`config.mk`:
```
export PLATFORM = sky130hd
export DESIGN_NAME = stream_demux_1xn
export DESIGN_NICKNAME = d
export VERILOG_FILES = /design/src/rtl/stream_demux_1xn.sv
export SDC_FILE = /design/constraint.sdc
export NUM_CORES = 1
export LEC_CHECK = 0
export CAP_MARGIN = 0
export CORE_UTILIZATION = 35
export CTS_CLUSTER_SIZE = 25
export DETAILED_ROUTE_END_ITERATION = 12
export HOLD_SLACK_MARGIN = 0.03
export PLACE_DENSITY_LB_ADDON = 0.2
export SYNTH_ARGS = -nofsm -noshare
export SYNTH_HDL_FRONTEND = slang
export SYNTH_SLANG_ARGS = --single-unit
```
`constraint.sdc`:
```
create_clock -name clk -period 1.6 [get_ports clk]
set_input_delay 0.32 -clock clk [delete_from_list [all_inputs] [get_ports clk]]
set_output_delay 0.32 -clock clk [all_outputs]
set_load 0.03 [all_outputs]
```
`src/rtl/stream_demux_1xn.sv`:
```
// Registered 1-to-N stream demux with valid/ready handshake and packet-locked channel select.
// Optional per-channel delivered-beat counters are enabled by defining DEMUX_BEAT_CNT_EN.
module stream_demux_1xn #(
    parameter int unsigned DATA_W = 8,
    parameter int unsigned N_CH   = 8,
    parameter int unsigned SEL_W  = 3
) (
    input  logic               clk,
    input  logic               rst_n,
    input  logic               in_valid,
    output logic               in_ready,
    input  logic [DATA_W-1:0]  in_data,
    input  logic               in_last,
    input  logic [SEL_W-1:0]   s,
    output logic [N_CH-1:0]    out_valid,
    input  logic [N_CH-1:0]    out_ready,
    output logic [DATA_W-1:0]  out_data,
    output logic               out_last,
`ifdef DEMUX_BEAT_CNT_EN
    input  logic               cnt_clr,
    output logic [N_CH*16-1:0] beat_cnt,
`endif
    output logic               err_drop
);

    typedef enum logic [1:0] {StIdle, StLocked, StDrop} state_e;

    state_e              state_q, state_d;
    logic                full_q;
    logic [SEL_W-1:0]    sel_q;
    logic [SEL_W-1:0]    sel_pkt_q;
    logic [DATA_W-1:0]   data_q;
    logic                last_q;
    logic                err_q;

    logic                sel_ready;
    logic                accept;
    logic                s_in_range;
    logic                drop_beat;
    logic                write;
    logic                drain;
    logic [SEL_W-1:0]    beat_sel;

    // Ready of the channel currently held in the output register.
    always_comb begin
        sel_ready = 1'b0;
        for (int unsigned i = 0; i < N_CH; i++) begin
            if (sel_q == SEL_W'(i)) begin
                sel_ready = out_ready[i];
            end
        end
    end

    always_comb begin
        s_in_range = 32'(s) < N_CH;
        in_ready   = (state_q == StDrop) | ~full_q | sel_ready;
        accept     = in_valid & in_ready;
        beat_sel   = (state_q == StIdle) ? s : sel_pkt_q;
        drop_beat  = (state_q == StDrop) | ((state_q == StIdle) & ~s_in_range);
        write      = accept & ~drop_beat;
        drain      = full_q & sel_ready;
    end

    always_comb begin
        state_d = state_q;
        unique case (state_q)
            StIdle: begin
                if (accept && !in_last) begin
                    state_d = s_in_range ? StLocked : StDrop;
                end
            end
            StLocked, StDrop: begin
                if (accept && in_last) begin
                    state_d = StIdle;
                end
            end
            default: state_d = StIdle;
        endcase
    end

    always_ff @(posedge clk or negedge rst_n) begin
        if (!rst_n) begin
            state_q   <= StIdle;
            full_q    <= 1'b0;
            sel_q     <= '0;
            sel_pkt_q <= '0;
            data_q    <= '0;
            last_q    <= 1'b0;
            err_q     <= 1'b0;
        end else begin
            state_q <= state_d;
            // A simultaneous drain and fill keeps the register full with the new beat.
            full_q  <= write | (full_q & ~drain);
            err_q   <= accept & drop_beat;
            if (write) begin
                sel_q  <= beat_sel;
                data_q <= in_data;
                last_q <= in_last;
            end
            if (accept && state_q == StIdle) begin
                sel_pkt_q <= s;
            end
        end
    end

    always_comb begin
        for (int unsigned i = 0; i < N_CH; i++) begin
            out_valid[i] = full_q & (sel_q == SEL_W'(i));
        end
    end

    assign out_data = data_q;
    assign out_last = last_q;
    assign err_drop = err_q;

`ifdef DEMUX_BEAT_CNT_EN
    for (genvar i = 0; i < N_CH; i++) begin : g_cnt
        logic [15:0] cnt_q;
        always_ff @(posedge clk or negedge rst_n) begin
            if (!rst_n) begin
                cnt_q <= '0;
            end else if (cnt_clr) begin
                cnt_q <= '0;
            end else if (out_valid[i] && out_ready[i]) begin
                cnt_q <= cnt_q + 16'd1;
            end
        end
        assign beat_cnt[i*16 +: 16] = cnt_q;
    end
`endif

endmodule

```
### Word-level counts from Yosys, hierarchy flattened

Cells that the tools add are included.

| storage, ports and cells | value |
|---|---|
| word-level logic and storage cells | 57 |
| memories | 0 |
| RAM bits | 0 |
| output and inout bits | 19 |
| register bits | 19 |
| input bits | 23 |
| bits in read-only memories | 0 |
| bits in latches | 0 |

| operators by class | value |
|---|---|
| $add $sub $neg | 0 |
| div/mod/pow operators | 0 |
| multipliers | 0 |
| shift operators | 0 |
| reduce and logical (&&, ||, !) cells | 8 |
| bitwise logic cells | 19 |
| magnitude comparators | 0 |
| eq/ne operators | 11 |
| muxes and demuxes | 12 |

Operator list:

| kind | count |
|---|---|
| AND 1 bit | 13 |
| equality test 3 bit, second input constant | 4 |
| two-way mux 1 bit | 8 |
| equality test 3 x 2 -> 1 bit, second input constant | 2 |
| two-way mux 2 bit | 2 |
| case mux 2 bit (2 select lines) | 1 |
| equality test 3 x 1 -> 1 bit, second input constant | 1 |
| logical AND 1 bit | 3 |
| zero test 3 bit | 1 |
| two-way mux 3 bit | 1 |
| inverter 1 bit | 3 |
| OR 1 bit | 3 |
| equality test 2 x 1 -> 1 bit, second input constant | 1 |
| equality test 2 bit, second input constant | 1 |
| zero test 2 bit | 1 |
| != test 2 x 1 -> 1 bit, second input constant | 1 |
| != test 2 bit, second input constant | 1 |
| AND reduction 2 bit | 1 |
| OR reduction 2 bit | 1 |
| zero test 1 bit | 1 |

### Depth between registers and ports, before layout

| logic depth | value |
|---|---|
| depth after elaboration | 14 |
| mapped depth | 7 |
| mapped depth without buffers | 5 |

### Worst setup path before layout

Ideal clock, no wire load.

| timing path | value |
|---|---|
| kind | register to register |
| from | register sel_q[1] |
| to | register data_q[0], in the netlist out_data[0] |
| path buffers | 2 |
| data required time | 1475 ps |
| period minus slack after synthesis | 1726 ps |
| cell stages (with the launch flop) | 8 |
| data arrival time | 1601 ps |
| setup slack | -126 ps |
| setup time | 125 ps |
| cell sequence | dfrtp_1 > buf_2 > nand2_1 > nand2_1 > a221oi_4 > nor2_2 > buf_6 > mux2_4 |

| between the ends | value |
|---|---|
| word-level cells in the longest chain between the ends | 12 |
| elaborated cells between the ends (all ways) | 19 |
| those cells by class | eq/ne: 7; mux: 8; bitwise: 3; reduce/logical: 1 |

RTL lines:

| element | RTL line | text |
|---|---|---|
| start, declared | 30 | `logic [SEL_W-1:0] sel_q;` |
| start signal, assigned | 96 | `sel_q <= beat_sel;` |
| zero test 3 bit | 48 | `if (sel_q == SEL_W'(i)) begin` |
| two-way mux 1 bit (7 in a row) | 48 |  |
| two-way mux 1 bit * | 48 |  |
| OR 1 bit * | 56 | `in_ready = (state_q == StDrop) \| ~full_q \| sel_ready;` |
| AND 1 bit * | 57 | `accept = in_valid & in_ready;` |
| AND 1 bit * | 60 | `write = accept & ~drop_beat;` |
| end signal, assigned | 97 | `data_q <= in_data;` |
| end, declared | 32 | `logic [DATA_W-1:0] data_q;` |

Mark *: on every way between the ends. The rest lies on a longest branch, timed or not.
A chain may end at the register's enable or synchronous reset.

### Worst setup path after layout

| timing path | value |
|---|---|
| from | register sel_q[1] |
| to | output in_ready |

| between the ends | value |
|---|---|
| word-level cells in the longest chain between the ends | 10 |
| elaborated cells between the ends (all ways) | 17 |
| those cells by class | eq/ne: 7; mux: 8; bitwise: 1; reduce/logical: 1 |

RTL lines:

| element | RTL line | text |
|---|---|---|
| zero test 3 bit | 48 |  |
| two-way mux 1 bit (7 in a row) | 48 |  |
| two-way mux 1 bit * | 48 |  |
| OR 1 bit * | 56 |  |
| end, declared | 11 | `output logic in_ready,` |

Marks and branches as above.

==> results.py <==
metrics = {
    "logic_synthesis": {
        "yosys-top-cells-count": "17 x dfrtp_1, 9 x mux2_4, 7 x nor2_1",
        "syn_nets": 100,
        "syn_inst": 77,
        "async_flop_share": 1.000,
        "synth_area_leaders": "dfrtp_1 46%, mux2_4 14%, mux2_1 6.0%",
        "avgSynthCellArea_sq_um": 12.12,
        "synth_top_area_cell": "dfrtp_1",
        "yosysSeqAreaShare": 0.4558,
        "yosysMostFrequentCell": "dfrtp_1",
        "ys_ff_latch": 17,
        "synth_cell_types": 27,
        "ys_warn_count": 0,
        "synth_ff_type": "dfrtp_1",
        "synth-edff-count": 0,
        "syn_area_sq_um": 933.4,
        "synth_top_area_share": 0.4558,
    },
    "drt": {
        "drt_iter0_drc": 4,
        "drc": 0,
        "viasPerCell": 4.800,
        "antenna_left": 0,
        "post_drt_wl_per_cell_um": 13.55,
        "vias": 816,
        "drtPass1Iterations": 3,
        "drt_wl_total_um": 2304,
    },
    "finish": {
        "drive_gt1_frac": 0.4571,
        "multi_input_area_sq_um": 514.2,
        "nFillCells": 211,
        "regArea_sq_um": 425.4,
        "area_growth_syn_to_layout_pct": 71.58,
        "nets": 164,
        "diodes": 0,
        "stdcell_count": 170,
    },
    "critical_path": {
        "crit_cells": 5,
        "r2r_start": "sel_q[1]",
        "crit_path_start_kind": "flop",
        "critical-path-top-delay-family": "flip-flops",
        "r2r-end": "sel_q[1]",
        "critPathMaxStageDelay_ns": 0.43,
        "arrival_ns": 1.59,
        "cp-end-kind": "output port",
        "cp_num_buf_inv": 1,
        "path_class": "reg -> out",
        "crit_slowest_cell": "dfrtp_1",
        "crit_path_end": "in_ready",
        "cp-startpoint": "sel_q[1]",
        "cp_data_required_time_ns": 1.28,
        "path_max_fanout": 3,
        "worstPathCellList": "mux2i_1 > o31ai_4 > a221oi_4 > nor2_1 > buf_4",
        "rrSetupSlack_ns": -0.26,
        "reg2reg_depth": 7,
    },
    "global_route": {
        "grt_max_degree": 18,
        "grt_usage": 0.1704,
        "first_global_vias": 821,
        "grt_antenna_before_repair": 0,
        "grt.overflow.total": 0,
        "grt_pass1_wl_um": 3532,
    },
    "clock_tree": {
        "numCtsBuffers": 3,
        "cts.sinks": 17,
        "cts_buffer_depth": 2,
        "htree_levels": 1,
        "clk_pin_slew_ns": 0.10,
        "root_buffer": "clkbuf_4",
        "clock_latency_ns": 0.29,
        "cts_tree": "built",
        "hold_buffers": 0,
    },
    "job": {
        "cap_violations": 0,
    },
    "floorplan": {
        "initial_core_util": 0.3734,
        "die-area_sq_mm": 0.002877,
        "rows": 18,
        "core_area_sq_mm": 0.002500,
        "die_y_um": 53.64,
        "die_w_um": 53.64,
        "ios": 42,
    },
    "timing": {
        "rsz0062_at_grt": "yes",
        "slew_viol_final": 0,
        "max_freq_mhz": 524.4,
        "finalWorstSetupSlack_ns": -0.3070,
        "period_needed_ns": 1.907,
        "setup_viol": 26,
        "clock_skew_ns": 0.003932,
        "finalCritPeriodShare": 1.192,
        "hold_viol": 0,
    },
    "placed_design": {
        "numPortBuffers": 40,
        "dp_cells": 156,
        "dpl.hpwl_um": 1564,
        "place.gp.congestion": 0.8627,
    },
    "power_and_ir_drop": {
        "p_leak_nw": 0.7559,
        "p_per_area_mw_per_mm2": 2191,
        "peakVddDrop_uv": 1576,
        "power_w": 0.003509,
    },
    "status": {
        "status": "complete, but fails checks",
        "violations": "setup timing",
    },
    "min_path": {
        "hold_path.class": "in -> async",
    },
}
where the power goes:
part | leakage [nW] | switching, W | internal [W]
logic | 0.539 | 0.00116 | 0.00128
registers | 0.199 | 0.000188 | 0.000651
clock network | 0.0177 | 0.000138 | 0.0000928
total | 0.756 | 0.00149 | 0.00202
repair_timing:
item	CTS	global route
setup buffers	6	4
hold endpoints to repair	0	0
pin swaps	8	3
resized for setup	21	9
setup endpoints to repair	33	26
worst min path at each step:
| stage | startpoint | endpoint |
|---|---|---|
| after floorplan | rst_n | full_q |
| after global placement | sel_pkt_q[2] | sel_pkt_q[2] |
| after detailed placement | sel_pkt_q[2] | sel_pkt_q[2] |
| after CTS | rst_n | state_q[0] |
| after global routing | rst_n | out_data[7] |
| final | rst_n | out_data[7] |
registers in the layout, summed over array words and instances, names as in the netlist:
signal	count
sel_q	3
full_q	1
out_data	8
out_last	1
sel_pkt_q	3
state_q	1
cell usage in the layout, fill, tap and decap left out, drive strengths merged:
cell / instances
conb: 1
o31ai: 1
dlygate4sd2: 9
clkbuf: 3
nand3b: 1
a21oi: 3
a221oi: 1
o21ai: 4
clkdlybuf4s50: 22
or3: 1
clkinv: 1
buf: 33
inv: 3
mux2: 16
nand4: 1
nor3: 3
mux2i: 4
a211o: 1
nand2b: 2
nand2: 5
dfrtp: 17
nor2: 8
per-layer routing:
metal,part of all wire,global-route usage,vias up,wire length [um]
met5,0,0,-,0
met4,0.013,0.05263,0,29
met3,0.038,0.02825,4,87
met2,0.53,0.3083,21,1219
met1,0.42,0.2042,395,968
li1,-,-,396,-
cell families after synthesis:
kind of cell | Yosys count | share of synthesized area
AND/OR/NAND/NOR | 21 | 0.1113
AO/OA/AOI/OAI | 10 | 0.1019
other | 1 | 0.004018
flip-flops | 17 | 0.4558
multiplexers | 20 | 0.2721
buffers and inverters | 8 | 0.05496
through the flow:
step / setup slack, ns / TNS, ns / utilization / cell area, sq um / hold WS (ns)
after floorplan: -0.09597 / -0.9511 / - / 935.9 / 0.02441
after global placement: -0.7113 / -9.740 / 0.5656 / 1414 / 0.4610
after detailed placement: -0.7554 / -10.35 / 0.5656 / 1414 / 0.4749
after CTS: -0.3533 / -5.037 / 0.6156 / 1539 / 0.3559
after global routing: -0.3794 / -6.576 / 0.6406 / 1602 / 0.3624
final: -0.3070 / -4.783 / 0.6406 / 1602 / 0.3537
final cells by class:
cell class | count | share of cell area
Clock buffer | 3 | 0.01406
Clock inverter | 1 | 0.003125
Inverter | 3 | 0.007031
Multi-Input combinational cell | 52 | 0.3211
Sequential cell | 17 | 0.2656
Tap cell | 30 | 0.02344
Timing Repair Buffer | 64 | 0.3656
No activity file was read; power rests on OpenSTA's default activity.
==> edit 1: new RTL, same flow settings <==
Add a define of `DEMUX_BEAT_CNT_EN`.
--- a/src/rtl/stream_demux_1xn.sv
+++ b/src/rtl/stream_demux_1xn.sv
@@ -2,2 +2,4 @@
 // Optional per-channel delivered-beat counters are enabled by defining DEMUX_BEAT_CNT_EN.
+`define DEMUX_BEAT_CNT_EN
+
 module stream_demux_1xn #(
Ports: changed (added beat_cnt and cnt_clr); port bits go from 42 to 171. No check against the original RTL was run, so the function may have changed too.
==> edit 1 against the original RTL <==
The flow still finishes with violations (negative setup slack). Worst setup slack got worse by 0.29 ns. Count of clock-buffer cells in the layout rose by 17. First-iteration DRC count grew to 45 times the old value. Synthesized area grew to 7.6 times the old value. Synthesized cell count rose to 9.2 times the old value. Routed wire length grew to 8.3 times the old value. Maximum frequency is 13% lower. Design area grew to 7.1 times the old value. Total power increased to 3.7 times the old value. Die area grew to 7.3 times the old value. Largest power group is now the clock network. Sequential cell count is 128 higher. Highest routed layer unchanged. Clock skew grew 0.0038 ns. Critical path depth grew 1.
==> edit 1: results <==
group,metric,value,unit
placement,dpl-instance-area,9831,µm²
synth,netlist_top_cells_count,"dfrtp_1, nor2_1, xor2_1",
pwr,power_frac_seq,32.4,%
clocking,htree_levels,4,
grt,first_global_vias,5892,
final_layout,fillers,1716,
clocking,clkTransAtPathRegs,0.06,ns
hold_path,worstHoldPathType,"input port to flip-flop",
run_status,status,"finished, violations left",
worst_setup_path,reg2reg_slack,-0.46,ns
final_layout,drive_gt1_share,36.33,%
clocking,cts_made_buffers,17,
timing,timing.hold.ws,0.3359,ns
final_layout,nNetsFinal,1021,
synth,syn_avg_cell_area,10.07,µm²
synth,ys_top_cells_by_area,"dfrtp_1, xor2_1, nor2_1",
synth,synth_seq_area_share,50.89,%
timing,setup_viol,129,
routing,avgViaCountPerCell,4.870,
pwr,power.internal,8964,µW
grt,grt_first_pass_wirelength,30.08,mm
synth,ys_types,49,
timing,fin_setup_tns,-31.61,ns
clocking,clk_latency,0.42,ns
final_layout,largest_reg_flops,128,
pwr,pg_clk,4400,µW
clocking,cts_root_buf,"clkbuf_16",
worst_setup_path,slowest_stage,"dfrtp_2",
worst_setup_path,worstPathArrival,1.88,ns
pwr,p_total,12930,µW
grt,grt_usage,18.51,%
placement,gp_congestion,0.7763,
timing,fin_ws,-0.5995,ns
run_status,violations,"negative setup slack",
synth,yosys_warnings,0,
placement,placed_cells,1199,
synth,syn_nets,740,
placement,place_ws,-0.6702,ns
pwr,p_leak,0.005309,µW
grt,grt_max_degree,43,
routing,wire_per_inst,15.15,µm
placement,port-buffer-count,169,
final_layout,multi_input_area,4040,µm²
routing,drt_first_pass_iters,4,
routing,drtIter0Drc,181,
routing,routed_wl,19.20,mm
placement,dp.final_hpwl,12.63,mm
grt,antenna_found_initial,0,
timing,final.setup_skew,0.007712,ns
edit 1: cell families after synthesis:
| family | share of synthesized area [%] |
|---|---|
| simple gates | 25.27 |
| buf+inv | 2.860 |
| fa+ha+maj | 1.404 |
| mux | 2.562 |
| compound gates | 3.702 |
| xor+xnor | 13.27 |
| flops | 50.89 |
| other cells | 0.05259 |
edit 1: path summary, 6_finish.rpt:
kind,startpoint,to,cells after the start
worst max-delay path,sel_q[0]$_DFFE_PN0P_,in_ready,6
worst min-delay path,cnt_clr,g_cnt[5].cnt_q[2]$_DFFE_PN0P_,2
worst max register to register,sel_q[0]$_DFFE_PN0P_,out_data[3]$_DFFE_PN0P_,8
worst min register to register,out_data[2]$_DFFE_PN0P_,out_data[2]$_DFFE_PN0P_,1
max in group asynchronous,rst_n,g_cnt[1].cnt_q[5]$_DFFE_PN0P_,3
min in group asynchronous,rst_n,g_cnt[3].cnt_q[8]$_DFFE_PN0P_,2
edit 1: per-layer routing:
| metal | routed length, µm | global-route usage (%) |
|---|---|---|
| met1 | 8804 | 24.40 |
| met2 | 9233 | 29.45 |
| met3 | 942 | 5.067 |
| met4 | 219 | 5.762 |
| met5 | 0 | 0 |
edit 1: timing repair:
action,4_1_cts,5_1_grt
hold buffers,1,0
setup buffers,30,18
gates resized for setup,278,192
endpoints found under the hold margin,37,0
gates cloned,0,1
endpoints found under the setup margin,282,221
pin swaps,51,71
edit 1: layout make-up:
| cell class | count | area share (%) |
|---|---|---|
| Sequential cell | 145 | 32.14 |
| Tap cell | 265 | 2.920 |
| Inverter | 17 | 0.5841 |
| Timing Repair Buffer | 288 | 23.10 |
| Clock inverter | 12 | 1.829 |
| Clock buffer | 20 | 3.846 |
| Multi-Input combinational cell | 520 | 35.59 |
==> edit 2: new RTL, same flow settings <==
Without the edit above. Re-encode `state_e` (3 states) as one-hot, 3 bits wide.
--- a/src/rtl/stream_demux_1xn.sv
+++ b/src/rtl/stream_demux_1xn.sv
@@ -25,3 +25,3 @@
 
-    typedef enum logic [1:0] {StIdle, StLocked, StDrop} state_e;
+    typedef enum logic [2:0] {StIdle = 3'b001, StLocked = 3'b010, StDrop = 3'b100} state_e;
 
Formal check against the unedited RTL: same outputs for any inputs over 10 cycles, from zero or initial values and one cycle with rst_n low; not proved beyond that.
==> edit 2 against the original RTL <==
The flow still finishes with violations (negative setup slack). Routed wire length rose by 4.2%. Cell count rose by 1.8%. Non-clock buffer count fell by 3. Worst setup slack got worse by 0.21 ns. Synthesized area rose by 7.2%. Count of clock-buffer cells in the layout rose by 1. Via count rose by 6.9%. Design area rose by 9.0%. Critical path depth did not move. Total power rose by 2.9%. Clock skew fell by 0.0030 ns. Clock power rose by 22%. Sequential cell count rose by 1. Sequential share of layout area fell by 0.54 points. Critical path type is now flip-flop to flip-flop.
==> edit 2: results <==
group,metric,value,unit
grt,grt_usage,16.94,%
clocking,clkTransAtPathRegs,0.10,ns
final_layout,nNetsFinal,166,
synth,ys_types,27,
hold_path,worstHoldPathType,"input port to asynchronous set/reset pin",
placement,dp.final_hpwl,1.664,mm
timing,final.setup_skew,0.0009642,ns
pwr,peakVddDrop,1474,µV
synth,yosys_warnings,0,
routing,drtIter0Drc,28,
worst_setup_path,start_kind,"flip-flop",
grt,first_global_vias,915,
timing,fin_ws,-0.5173,ns
worst_setup_path,worstPathArrival,2.30,ns
grt,grt_first_pass_wirelength,4.091,mm
worst_setup_path,cp_max_fo,10,
routing,routed_wl,2.401,mm
synth,ys_top_cells_by_area,"dfrtp_1, mux2_2, mux2_4",
run_status,status,"finished, violations left",
synth,netlist_top_cells_count,"dfrtp_1, mux2_2, nand2b_1, nor2_1",
synth,syn-instance-count,82,
placement,gp_congestion,0.7658,
final_layout,drive_gt1_share,49.30,%
placement,dpl-instance-area,1538,µm²
timing,setup_viol,26,
routing,wire_per_inst,13.88,µm
clocking,clockBufferDepth,2,
routing,drt_first_pass_iters,2,
final_layout,fillers,218,
final_layout,largest_reg_flops,8,
pwr,p_leak,0.0008047,µW
grt,grt_max_degree,19,
synth,synth_seq_area_share,45.13,%
worst_setup_path,r2r-start,"sel_q[0]$_DFFE_PN0P_",
routing,vias,872,
placement,placed_cells,163,
run_status,violations,"negative setup slack",
synth,syn_nets,105,
grt,antenna_found_initial,0,
clocking,clk_latency,0.29,ns
final_layout,diodes,0,
placement,port-buffer-count,40,
clocking,cts_made_buffers,3,
synth,async_flop_share,100.0,%
==> edit 2: final timing paths <==
kind / endpoint / slack (ns) / cells after the start
worst max-delay path: out_data[2]$_DFFE_PN0P_ / -0.52 / 5
worst min-delay path: out_data[0]$_DFFE_PN0P_ / 0.35 / 2
worst max register to register: out_data[2]$_DFFE_PN0P_ / -0.52 / 5
worst min register to register: out_last$_DFFE_PN0P_ / 0.49 / 1
max in group asynchronous: state_q[0]$_DFFE_PN1P_ / 0.99 / 2
min in group clk: out_last$_DFFE_PN0P_ / 0.49 / 1
==> edit 2: power by group <==
group / internal [µW] / switching, µW
combinational: 1280 / 1210
clock: 139 / 142
sequential: 687 / 151
total: 2110 / 1500
==> edit 2: cells by family (layout without fill, tap and decap cells) <==
logic type / after synthesis / in the layout / synth area share (%)
other cells: 1 / 1 / 0.3746
flops: 18 / 18 / 45.13
compound gates: 12 / 12 / 11.13
buf+inv: 5 / 65 / 3.125
simple gates: 24 / 24 / 12.13
mux: 22 / 22 / 28.12
==> edit 2: final cells by class <==
cell class / count / area [µm²] / area share [%]
tap: 31 / 38.79 / 2.222
multi-input combinational: 59 / 630.6 / 36.13
timing repair buffer: 61 / 585.6 / 33.55
clock buffer: 4 / 36.28 / 2.079
sequential: 18 / 454.2 / 26.02
==> edit 2: per-layer routing <==
layer | wire length [µm] | global-route usage, % | vias to the layer above
li1 | - | - | 419
met4 | 19 | 6.429 | 0
met5 | 0 | 0 | -
met1 | 1021 | 21.00 | 423
met3 | 105 | 2.108 | 2
met2 | 1255 | 29.95 | 28
==> edit 2: timing repair <==
action | CTS | global route
pin swaps | 3 | 7
resized for setup | 25 | 20
gates cloned | 0 | 0
setup endpoints to repair | 36 | 27
buffers inserted | 6 | 1
hold buffers | 0 | 0
==> edit 2: stage by stage <==
stage | hold slack (ns) | setup slack (ns) | TNS [ns]
floorplan | 0.02441 | -0.4116 | -4.989
global placement | 0.4716 | -0.7355 | -11.67
detailed placement | 0.4718 | -0.7627 | -12.04
CTS | 0.3539 | -0.5218 | -8.689
global route | 0.3648 | -0.5813 | -10.11
finish | 0.3530 | -0.5173 | -8.682
==> edit 2: worst max-delay path, cell delays in order (launching register included) <==
cell	delay, ns
dfrtp_2	0.47
mux2_1	0.34
mux4_2	0.54
o21ai_4	0.17
buf_12	0.15
mux2_2	0.33
